`src/rtl/tdc_pulse_gen_if.sv`:
```
// Push-side handshake of the TDC stimulus generator: a time code plus a
// valid/ready pair. The producer drives the master modport.
interface tdc_pulse_gen_if #(
  parameter int TIME_W = 20
);
  logic [TIME_W-1:0] in_time;
  logic              in_dval;
  logic              in_ready;

  modport master (output in_time, output in_dval, input in_ready);
  modport slave  (input in_time, input in_dval, output in_ready);
endinterface

```
`src/rtl/tdc_pulse_gen.sv`:
```
// Digital-to-time stimulus generator: queues coarse/fine time codes and, per start
// trigger, emits a PULSE_LEN pulse after the coarse delay. Optional macro PG_REPEAT_EN.
module tdc_pulse_gen #(
  parameter int TIME_W     = 20,
  parameter int FRAC_W     = 4,
  parameter int FIFO_DEPTH = 4,
  parameter int PULSE_LEN  = 8
) (
  input  logic                  pll_clk,
  input  logic                  rst,
  tdc_pulse_gen_if.slave        pin,
  input  logic                  start,
  output logic                  signal,
  output logic [FRAC_W-1:0]     phase_sel,
  output logic                  busy,
  output logic                  done,
  output logic                  err
);
  localparam int CW = TIME_W - FRAC_W;
  localparam int AW = $clog2(FIFO_DEPTH);

  typedef enum logic [1:0] {IDLE, COUNT, PULSE, DONE} state_t;

  state_t            state, state_nxt;
  logic [CW-1:0]     cnt, cnt_nxt;
  logic [CW-1:0]     coarse_q, coarse_nxt;
  logic [FRAC_W-1:0] phase_nxt;
  logic              signal_nxt, done_nxt, err_nxt;

  // Stage p0..p2: start synchroniser plus delayed copy for edge detection
  logic start_s_p0, start_s_p1, start_d_p2;
  logic start_edge;

  always_ff @(posedge pll_clk or negedge rst) begin
    if (!rst) begin
      start_s_p0 <= 1'b0;
      start_s_p1 <= 1'b0;
      start_d_p2 <= 1'b0;
    end else begin
      start_s_p0 <= start;
      start_s_p1 <= start_s_p0;
      start_d_p2 <= start_s_p1;
    end
  end

  assign start_edge = start_s_p1 & ~start_d_p2;

  // Code FIFO: pointers carry one wrap bit so full and empty are distinguishable
  logic [TIME_W-1:0] mem [FIFO_DEPTH];
  logic [AW:0]       wr_ptr, rd_ptr;
  logic              fifo_full, fifo_empty, push, pop;
  logic [TIME_W-1:0] head;

  assign fifo_empty   = (wr_ptr == rd_ptr);
  assign fifo_full    = (wr_ptr[AW] != rd_ptr[AW]) && (wr_ptr[AW-1:0] == rd_ptr[AW-1:0]);
  assign pin.in_ready = ~fifo_full;
  assign push         = pin.in_dval & ~fifo_full;
  assign head         = mem[rd_ptr[AW-1:0]];

  always_ff @(posedge pll_clk) begin
    if (push) mem[wr_ptr[AW-1:0]] <= pin.in_time;
  end

  always_ff @(posedge pll_clk or negedge rst) begin
    if (!rst) begin
      wr_ptr <= '0;
      rd_ptr <= '0;
    end else begin
      if (push) wr_ptr <= wr_ptr + (AW+1)'(1);
      if (pop)  rd_ptr <= rd_ptr + (AW+1)'(1);
    end
  end

  logic              launch_ok;
  logic [TIME_W-1:0] launch_code;
`ifdef PG_REPEAT_EN
  logic [TIME_W-1:0] last_code;

  always_ff @(posedge pll_clk or negedge rst) begin
    if (!rst)     last_code <= '0;
    else if (pop) last_code <= head;
  end

  assign launch_ok   = 1'b1;
  assign launch_code = fifo_empty ? last_code : head;
`else
  assign launch_ok   = ~fifo_empty;
  assign launch_code = head;
`endif

  // Control FSM: cnt counts the coarse delay in COUNT, then pulse width in PULSE
  always_comb begin
    state_nxt  = state;
    cnt_nxt    = cnt;
    coarse_nxt = coarse_q;
    phase_nxt  = phase_sel;
    signal_nxt = signal;
    done_nxt   = 1'b0;
    err_nxt    = 1'b0;
    pop        = 1'b0;
    case (state)
      IDLE: begin
        if (start_edge) begin
          if (launch_ok) begin
            state_nxt  = COUNT;
            pop        = ~fifo_empty;
            coarse_nxt = launch_code[TIME_W-1:FRAC_W];
            phase_nxt  = launch_code[FRAC_W-1:0];
            cnt_nxt    = '0;
          end else begin
            err_nxt = 1'b1;
          end
        end
      end
      COUNT: begin
        err_nxt = start_edge;
        if (cnt == coarse_q) begin
          state_nxt  = PULSE;
          signal_nxt = 1'b1;
          cnt_nxt    = '0;
        end else begin
          cnt_nxt = cnt + CW'(1);
        end
      end
      PULSE: begin
        err_nxt = start_edge;
        if (cnt == CW'(PULSE_LEN - 1)) begin
          state_nxt  = DONE;
          signal_nxt = 1'b0;
          done_nxt   = 1'b1;
        end else begin
          cnt_nxt = cnt + CW'(1);
        end
      end
      DONE: begin
        err_nxt   = start_edge;
        state_nxt = IDLE;
      end
      default: state_nxt = IDLE;
    endcase
  end

  always_ff @(posedge pll_clk or negedge rst) begin
    if (!rst) begin
      state     <= IDLE;
      cnt       <= '0;
      signal    <= 1'b0;
      phase_sel <= '0;
      done      <= 1'b0;
      err       <= 1'b0;
    end else begin
      state     <= state_nxt;
      cnt       <= cnt_nxt;
      signal    <= signal_nxt;
      phase_sel <= phase_nxt;
      done      <= done_nxt;
      err       <= err_nxt;
    end
  end

  always_ff @(posedge pll_clk) begin
    coarse_q <= coarse_nxt;
  end

  assign busy = (state == COUNT) || (state == PULSE);

endmodule

```
`src/flat_wrapper.sv`:
```
// flat-port wrapper written by rule: the top's interface ports become plain ports
module tdc_pulse_gen_flat 
#(
  parameter int TIME_W     = 20,
  parameter int FRAC_W     = 4,
  parameter int FIFO_DEPTH = 4,
  parameter int PULSE_LEN  = 8
)
  (pll_clk, rst, start, signal, phase_sel, busy, done, err, pin_in_time, pin_in_dval, pin_in_ready);
  tdc_pulse_gen_if #(.TIME_W(TIME_W)) pin_i ();
  input  logic pll_clk;
  input  logic rst;
  input  logic start;
  output logic signal;
  output logic [FRAC_W-1:0] phase_sel;
  output logic busy;
  output logic done;
  output logic err;
  input wire logic [$bits(pin_i.in_time)-1:0] pin_in_time;
  input wire logic [$bits(pin_i.in_dval)-1:0] pin_in_dval;
  output wire logic [$bits(pin_i.in_ready)-1:0] pin_in_ready;
  assign pin_i.in_time = pin_in_time;
  assign pin_i.in_dval = pin_in_dval;
  assign pin_in_ready = pin_i.in_ready;
  tdc_pulse_gen #(.TIME_W(TIME_W), .FRAC_W(FRAC_W), .FIFO_DEPTH(FIFO_DEPTH), .PULSE_LEN(PULSE_LEN)) u_core (.pll_clk(pll_clk), .rst(rst), .pin(pin_i), .start(start), .signal(signal), .phase_sel(phase_sel), .busy(busy), .done(done), .err(err));
endmodule
```
`config.mk`:
```
export PLATFORM = sky130hd
export DESIGN_NAME = tdc_pulse_gen_flat
export DESIGN_NICKNAME = d
export VERILOG_FILES = /design/src/rtl/tdc_pulse_gen_if.sv /design/src/rtl/tdc_pulse_gen.sv /design/src/flat_wrapper.sv
export SDC_FILE = /design/constraint.sdc
export NUM_CORES = 1
export LEC_CHECK = 0
export BUFFER_PORTS_ARGS = -buffer_cell sky130_fd_sc_hd__buf_2
export CAP_MARGIN = 30
export CORE_ASPECT_RATIO = 1.5
export CORE_UTILIZATION = 47
export DETAILED_ROUTE_END_ITERATION = 8
export HOLD_SLACK_MARGIN = 0.08
export PLACE_DENSITY = 0.67
export SLEW_MARGIN = 20
export SYNTH_ARGS = -nofsm -noshare
export SYNTH_HDL_FRONTEND = slang
export SYNTH_SLANG_ARGS = --single-unit
```
`constraint.sdc`:
```
create_clock -name pll_clk -period 2.28 [get_ports pll_clk]
set_clock_uncertainty 0.15 [all_clocks]
set_input_delay 0.456 -clock pll_clk [delete_from_list [all_inputs] [get_ports pll_clk]]
set_output_delay 0.456 -clock pll_clk [all_outputs]
set_load 0.1 [all_outputs]
```
==> results of run 1 <==
per-layer routing:
| layer | vias up | track usage, % | share of wire, % |
|---|---|---|---|
| met3 | 27 | 4.34 | 3.0 |
| met4 | 0 | 9.68 | 3.1 |
| li1 | 1516 | - | - |
| met5 | - | 0 | 0 |
| met1 | 1626 | 21.2 | 40 |
| met2 | 81 | 32.7 | 54 |
synth_stat cells (all sizes together), types with 3 or more instances:
cell type  instances  area share (%)
and3               4            0.45
xor2              21             3.3
mux4              20             8.1
and2               6            0.68
nor2               7            0.47
o2111ai            3            0.47
o21ai             11            0.99
inv               15             1.0
o22ai              8            0.90
clkbuf             6            0.41
nor4               8             1.0
a21oi             12             1.2
a211oi             9             1.2
mux2               6             1.2
edfxtp            96              52
nand3              7            0.63
dfrtp             34              15
buf               10             1.0
nor3               6            0.54
nand2             18             1.2
nand4              5            0.57
ha                10             2.3
power by group through the flow:
stage	logic, mW	clock network (mW)	registers, mW
detailed placement	3.25	0	3.38
global placement	3.19	0	3.35
floorplan	1.88	0	3.71
finish	3.35	2.68	3.33
CTS	3.34	2.74	3.33
global route	3.60	2.84	3.37
sequential cells by signal (all words and copies together) (netlist names):
signal             cells
u_core.phase_sel       4
u_core.start_d_p2      1
u_core.rd_ptr          3
u_core.coarse_q       16
u_core.mem            80
u_core.signal          1
u_core.start_s_p1      1
u_core.cnt            16
u_core.err             1
u_core.wr_ptr          3
u_core.start_s_p0      1
u_core.state           2
u_core.done            1
final cells by class:
cell class              count  area (um2)  share of cell area (%)
clock buffers              18         429                    6.25
clock inverters            14         165                    2.41
inverters                  15        56.3                   0.820
multi-input cells         188        1730                    25.2
flip-flops and latches    130        3730                    54.4
well taps                 150         188                    2.73
repair buffers             73         566                    8.24
cells by family after synthesis:
kind of cell / synth area share (%)
AOI/OAI and AO/OA: 7.39
buffers and inverters: 2.65
and+or+nand+nor: 6.85
adders and majority gates: 2.26
DFF: 67.5
muxes: 9.72
xor gates and xnor gates: 3.64
path summary, 6_finish.rpt:
path                                              from                              end  slack, ns  cells after the start
setup / recovery             u_core.cnt[1]$_DFFE_PN0P_      u_core.state[1]$_DFFE_PN0P_      -0.01                      6
hold / removal                          pin_in_time[8]       u_core.mem[1][8]$_DFFE_PP_       0.10                      1
setup reg to reg             u_core.cnt[1]$_DFFE_PN0P_      u_core.state[1]$_DFFE_PN0P_      -0.01                      6
hold reg to reg            u_core.start_s_p0$_DFF_PN0_      u_core.start_s_p1$_DFF_PN0_       0.21                      0
max in group asynchronous                          rst  u_core.phase_sel[1]$_DFFE_PN0P_       1.16                      3
min in group asynchronous                          rst      u_core.start_d_p2$_DFF_PN0_       0.48                      3
worst reg2reg max path, delay by kind of cell (launching register included):
kind | cells | cell delay (ns)
adders and majority gates | 1 | 0.20
and+or+nand+nor | 3 | 0.81
AOI/OAI and AO/OA | 1 | 0.33
muxes | 1 | 0.33
DFF | 1 | 0.36
per-stage QoR:
step	area (um2)	setup slack [ns]
floorplan	5540	0.00630
finish	6870	-0.0120
detailed placement	6170	-0.105
global placement	6170	-0.0395
global route	6870	-0.0799
CTS	6810	-0.00712
timing repair:
action                                 4_1_cts  5_1_grt
hold buffers                                 2        0
pin swaps                                    1        0
setup endpoints to repair                    2       24
buffers inserted                             1        0
gates resized for setup                      4        8
endpoints found under the hold margin       35        0
==> impl_metrics.env, run 1 <==
export IMPL_core_rowCount=48
export IMPL_core_area_um2=11500
export IMPL_violations="negative setup slack"
export IMPL_fillCellCount=830
export IMPL_hold_path_class="input port to flip-flop"
export IMPL_cpPeakStageDelay_ns=0.51
export IMPL_syn_num_nets=384
export IMPL_grt_max_degree=35
export IMPL_root_buffer="clkbuf_16"
export IMPL_worstSkewPairLatency_ns=0.41
export IMPL_power_leakage_nw=2.58
export IMPL_swShare_pct=33.6
export IMPL_critPathArrivalTime_ns=2.43
export IMPL_min_period_ns=2.29
export IMPL_ios=33
export IMPL_start_util_pct=48.2
export IMPL_end_kind="flip-flop"
export IMPL_syn_inst=350
export IMPL_syn_mean_instance_area_um2=15.8
export IMPL_grtUsageTotal_pct=18.7
export IMPL_cts_buffers=17
export IMPL_power_mw=9.35
export IMPL_critPathMaxFanout=2
export IMPL_dr_pass1_iters=5
export IMPL_stdcell_count=588
export IMPL_grt_pass1_vias=3434
export IMPL_path_buf_inv=0
export IMPL_clkTransAtPathRegs_ns=0.06
export IMPL_setup_violations_final=1
export IMPL_p_int_mw=6.21
export IMPL_cpMaxStageDelayCell="or4_4"
export IMPL_utilization_pct=59.9
export IMPL_cts_sinks=130
export IMPL_slew_headroom_pct=61.3
export IMPL_vias=3250
export IMPL_gr_total_overflow=0
export IMPL_maxSlewViolCount=0
export IMPL_dp_hpwl_um=6860
export IMPL_seq_power_share_pct=35.6
export IMPL_cts_tree="built"
export IMPL_peakVddDrop_uv=871
export IMPL_synth_seq_cells=130
export IMPL_p_clk_share_pct=28.7
export IMPL_p_comb_share_pct=35.8
export IMPL_tightestPinTransition_ns=0.577
export IMPL_htree_levels=4
export IMPL_min_period_over_period_pct=101
export IMPL_wl_per_cell_um=17.6
export IMPL_synth_seq_area_share_pct=67.5
export IMPL_die_h_um=135
export IMPL_clockBufferDepth=2
export IMPL_fmax_ghz=0.436
export IMPL_place_gp_congestion=0.878
export IMPL_rsz0062_at_grt="yes"
export IMPL_dp_cells=553
export IMPL_fin_hold_ws_ns=0.105
export IMPL_antenna_found_initial=0
export IMPL_hold_viol=0
export IMPL_nNetsFinal=459
export IMPL_tns_ns=-0.0120
export IMPL_syn_area_um2=5530
export IMPL_vias_per_cell=5.53
export IMPL_maxCapViolCount=0
export IMPL_drc=0
export IMPL_status="complete, but fails checks"
export IMPL_routed_wl_um=10300
export IMPL_critPathKind="flip-flop to flip-flop"
export IMPL_drt_iter0_drc=205
export IMPL_switchingPower_mw=3.14
export IMPL_syn_to_final_growth_pct=24.1
export IMPL_layout_setup_ws_ns=-0.0120
export IMPL_cp_cell_sequence="ha_2 -> nor4b_4 -> nand3_1 -> or4_4 -> a221oi_4 -> mux2_4"
export IMPL_synthFlopType="edfxtp_1"
export IMPL_n_antenna_cell=0
export IMPL_synth_edf_count=96
export IMPL_synth_warnings=0
export IMPL_required_ns=2.42
export IMPL_drive_gt1_share_pct=32.9
export IMPL_final_common_cell="edfxtp_1"
export IMPL_synth_cell_types=53
export IMPL_worstSetupStartpointType="flip-flop"
export IMPL_cp_top_family="simple AND/OR/NAND/NOR gates"
export IMPL_io_buffers=32
export IMPL_async_flop_share_pct=26.2
export IMPL_drtAntennaViolNets=0
export IMPL_final_cell_mix="96 x edfxtp_1, 34 x buf_4, 34 x dfrtp_1"
export IMPL_die_w_um=90.6
export IMPL_die_area_um2=12200
export IMPL_grt_pass1_wl_um=17000
export IMPL_p_per_area_nw_per_um2=1360
Power figures use the tool's default switching activity.
==> inputs of run 2 (changes only) <==
- CTS_BUF_LIST: unset -> sky130_fd_sc_hd__clkbuf_4
==> impl_metrics.env, run 2 (synthesis results as in run 1) <==
export IMPL_worstSetupStartpointType="flip-flop"
export IMPL_critPathArrivalTime_ns=2.55
export IMPL_end_kind="flip-flop"
export IMPL_required_ns=2.52
export IMPL_place_ws_ns=-0.105
export IMPL_stdcell_count=612
export IMPL_switchingPower_mw=3.02
export IMPL_dp_cells=553
export IMPL_peakVddDrop_uv=783
export IMPL_worstSkewPairLatency_ns=0.50
export IMPL_n_antenna_cell=0
export IMPL_routed_wl_um=10400
export IMPL_p_comb_share_pct=41.5
export IMPL_layout_setup_ws_ns=-0.0277
export IMPL_min_period_ns=2.31
export IMPL_wl_per_cell_um=17.0
export IMPL_dp_hpwl_um=6860
export IMPL_slew_headroom_pct=61.0
export IMPL_start_util_pct=48.2
export IMPL_die_area_um2=12200
export IMPL_largest_reg_flops=80
export IMPL_dr_pass1_iters=4
export IMPL_status="complete, but fails checks"
export IMPL_final_cell_mix="96 x edfxtp_1, 38 x buf_4, 33 x dfrtp_1"
export IMPL_p_int_mw=5.37
export IMPL_cts_tree="built"
export IMPL_drt_iter0_drc=241
export IMPL_grt_pass1_wl_um=17000
export IMPL_p_per_area_nw_per_um2=1230
export IMPL_setup_violations_final=1
export IMPL_antenna_found_initial=0
export IMPL_swShare_pct=36.0
export IMPL_ios=33
export IMPL_maxSlewViolCount=0
export IMPL_violations="negative setup slack"
export IMPL_final_common_cell="edfxtp_1"
export IMPL_core_area_um2=11500
export IMPL_critPathKind="flip-flop to flip-flop"
export IMPL_hold_path_class="flip-flop to flip-flop"
export IMPL_io_buffers=32
export IMPL_die_h_um=135
export IMPL_postPlaceCellArea_um2=6170
export IMPL_fmax_ghz=0.433
export IMPL_hold_viol=0
export IMPL_p_clk_share_pct=19.0
export IMPL_drc=0
export IMPL_root_buffer="clkbuf_4"
export IMPL_power_leakage_nw=2.56
export IMPL_grt_pass1_vias=3464
export IMPL_drive_gt1_share_pct=32.9
export IMPL_vias_per_cell=5.41
export IMPL_maxCapViolCount=0
export IMPL_place_gp_congestion=0.878
export IMPL_die_w_um=90.6
export IMPL_core_rowCount=48
export IMPL_critPathMaxFanout=2
export IMPL_drtAntennaViolNets=0
export IMPL_cts_buffers=17
export IMPL_grtUsageTotal_pct=18.6
export IMPL_htree_levels=4
export IMPL_gr_total_overflow=0
export IMPL_vias=3310
export IMPL_syn_to_final_growth_pct=23.5
export IMPL_tightestPinTransition_ns=0.582
export IMPL_rsz0062_at_grt="yes"
export IMPL_cts_sinks=130
export IMPL_grt_max_degree=35
export IMPL_min_period_over_period_pct=101
export IMPL_post_route_cell_area_um2=6830
export IMPL_clkTransAtPathRegs_ns=0.12
export IMPL_seq_power_share_pct=39.6
export IMPL_clockBufferDepth=2
export IMPL_nNetsFinal=483
==> run 2: power by group through the flow <==
stage	clock network, mW	logic (mW)	registers, mW
3_3_place_gp	0	3.19	3.35
3_5_place_dp	0	3.25	3.38
5_1_grt	1.75	3.75	3.37
2_1_floorplan	0	1.88	3.71
4_1_cts	1.64	3.42	3.33
6_report	1.59	3.48	3.32
==> run 2: layer usage <==
| layer | vias to the layer above | global-route usage, % | wire [um] |
|---|---|---|---|
| met1 | 1651 | 20.8 | 4050 |
| met5 | - | 0 | 0 |
| li1 | 1559 | - | - |
| met4 | 0 | 8.06 | 282 |
| met3 | 23 | 5.01 | 329 |
| met2 | 77 | 33.1 | 5730 |
==> run 2: final cells by class <==
class	instances	area, um2
well taps	150	188
fillers	852	4640
clock inverters	14	165
repair buffers	97	796
clock buffers	18	135
flip-flops and latches	130	3730
inverters	15	56.3
multi-input cells	188	1760
==> run 2: critical path, stage by stage, from the launching register on <==
cell and delay, ns:
dfrtp_1 0.39, ha_2 0.20, nor4b_4 0.18, nand3_1 0.12
or4_4 0.51, a221oi_4 0.33, mux2_4 0.33
==> run 2: path summary, 6_finish.rpt <==
check	startpoint	end	slack, ns	cells past startpoint
max in group asynchronous	rst	u_core.wr_ptr[1]$_DFFE_PN0N_	1.24	3
setup reg to reg	u_core.cnt[1]$_DFFE_PN0P_	u_core.state[1]$_DFFE_PN0P_	-0.03	6
min in group asynchronous	rst	u_core.start_d_p2$_DFF_PN0_	0.37	3
hold / removal	u_core.start_s_p0$_DFF_PN0_	u_core.start_s_p1$_DFF_PN0_	0.22	0
hold reg to reg	u_core.start_s_p0$_DFF_PN0_	u_core.start_s_p1$_DFF_PN0_	0.22	0
setup / recovery	u_core.cnt[1]$_DFFE_PN0P_	u_core.state[1]$_DFFE_PN0P_	-0.03	6
==> run 2: timing repair <==
action | 4_1_cts | 5_1_grt
hold endpoints to repair | 115 | 0
pin swaps | 1 | 0
endpoints found under the setup margin | 3 | 19
setup buffers | 1 | 4
resized for setup | 7 | 9
cloned | 0 | 0
hold buffers | 22 | 0
==> run 2: stage by stage <==
step | hold WS, ns | setup TNS [ns] | power, mW | util [%]
2_1_floorplan | 0.0104 | 0 | 5.59 | -
3_3_place_gp | 0.184 | -0.0395 | 6.54 | 53.8
3_5_place_dp | 0.198 | -0.105 | 6.63 | 53.8
4_1_cts | 0.200 | -0.0248 | 8.38 | 58.7
5_1_grt | 0.226 | -0.129 | 8.86 | 59.6
6_report | 0.219 | -0.0277 | 8.40 | 59.6
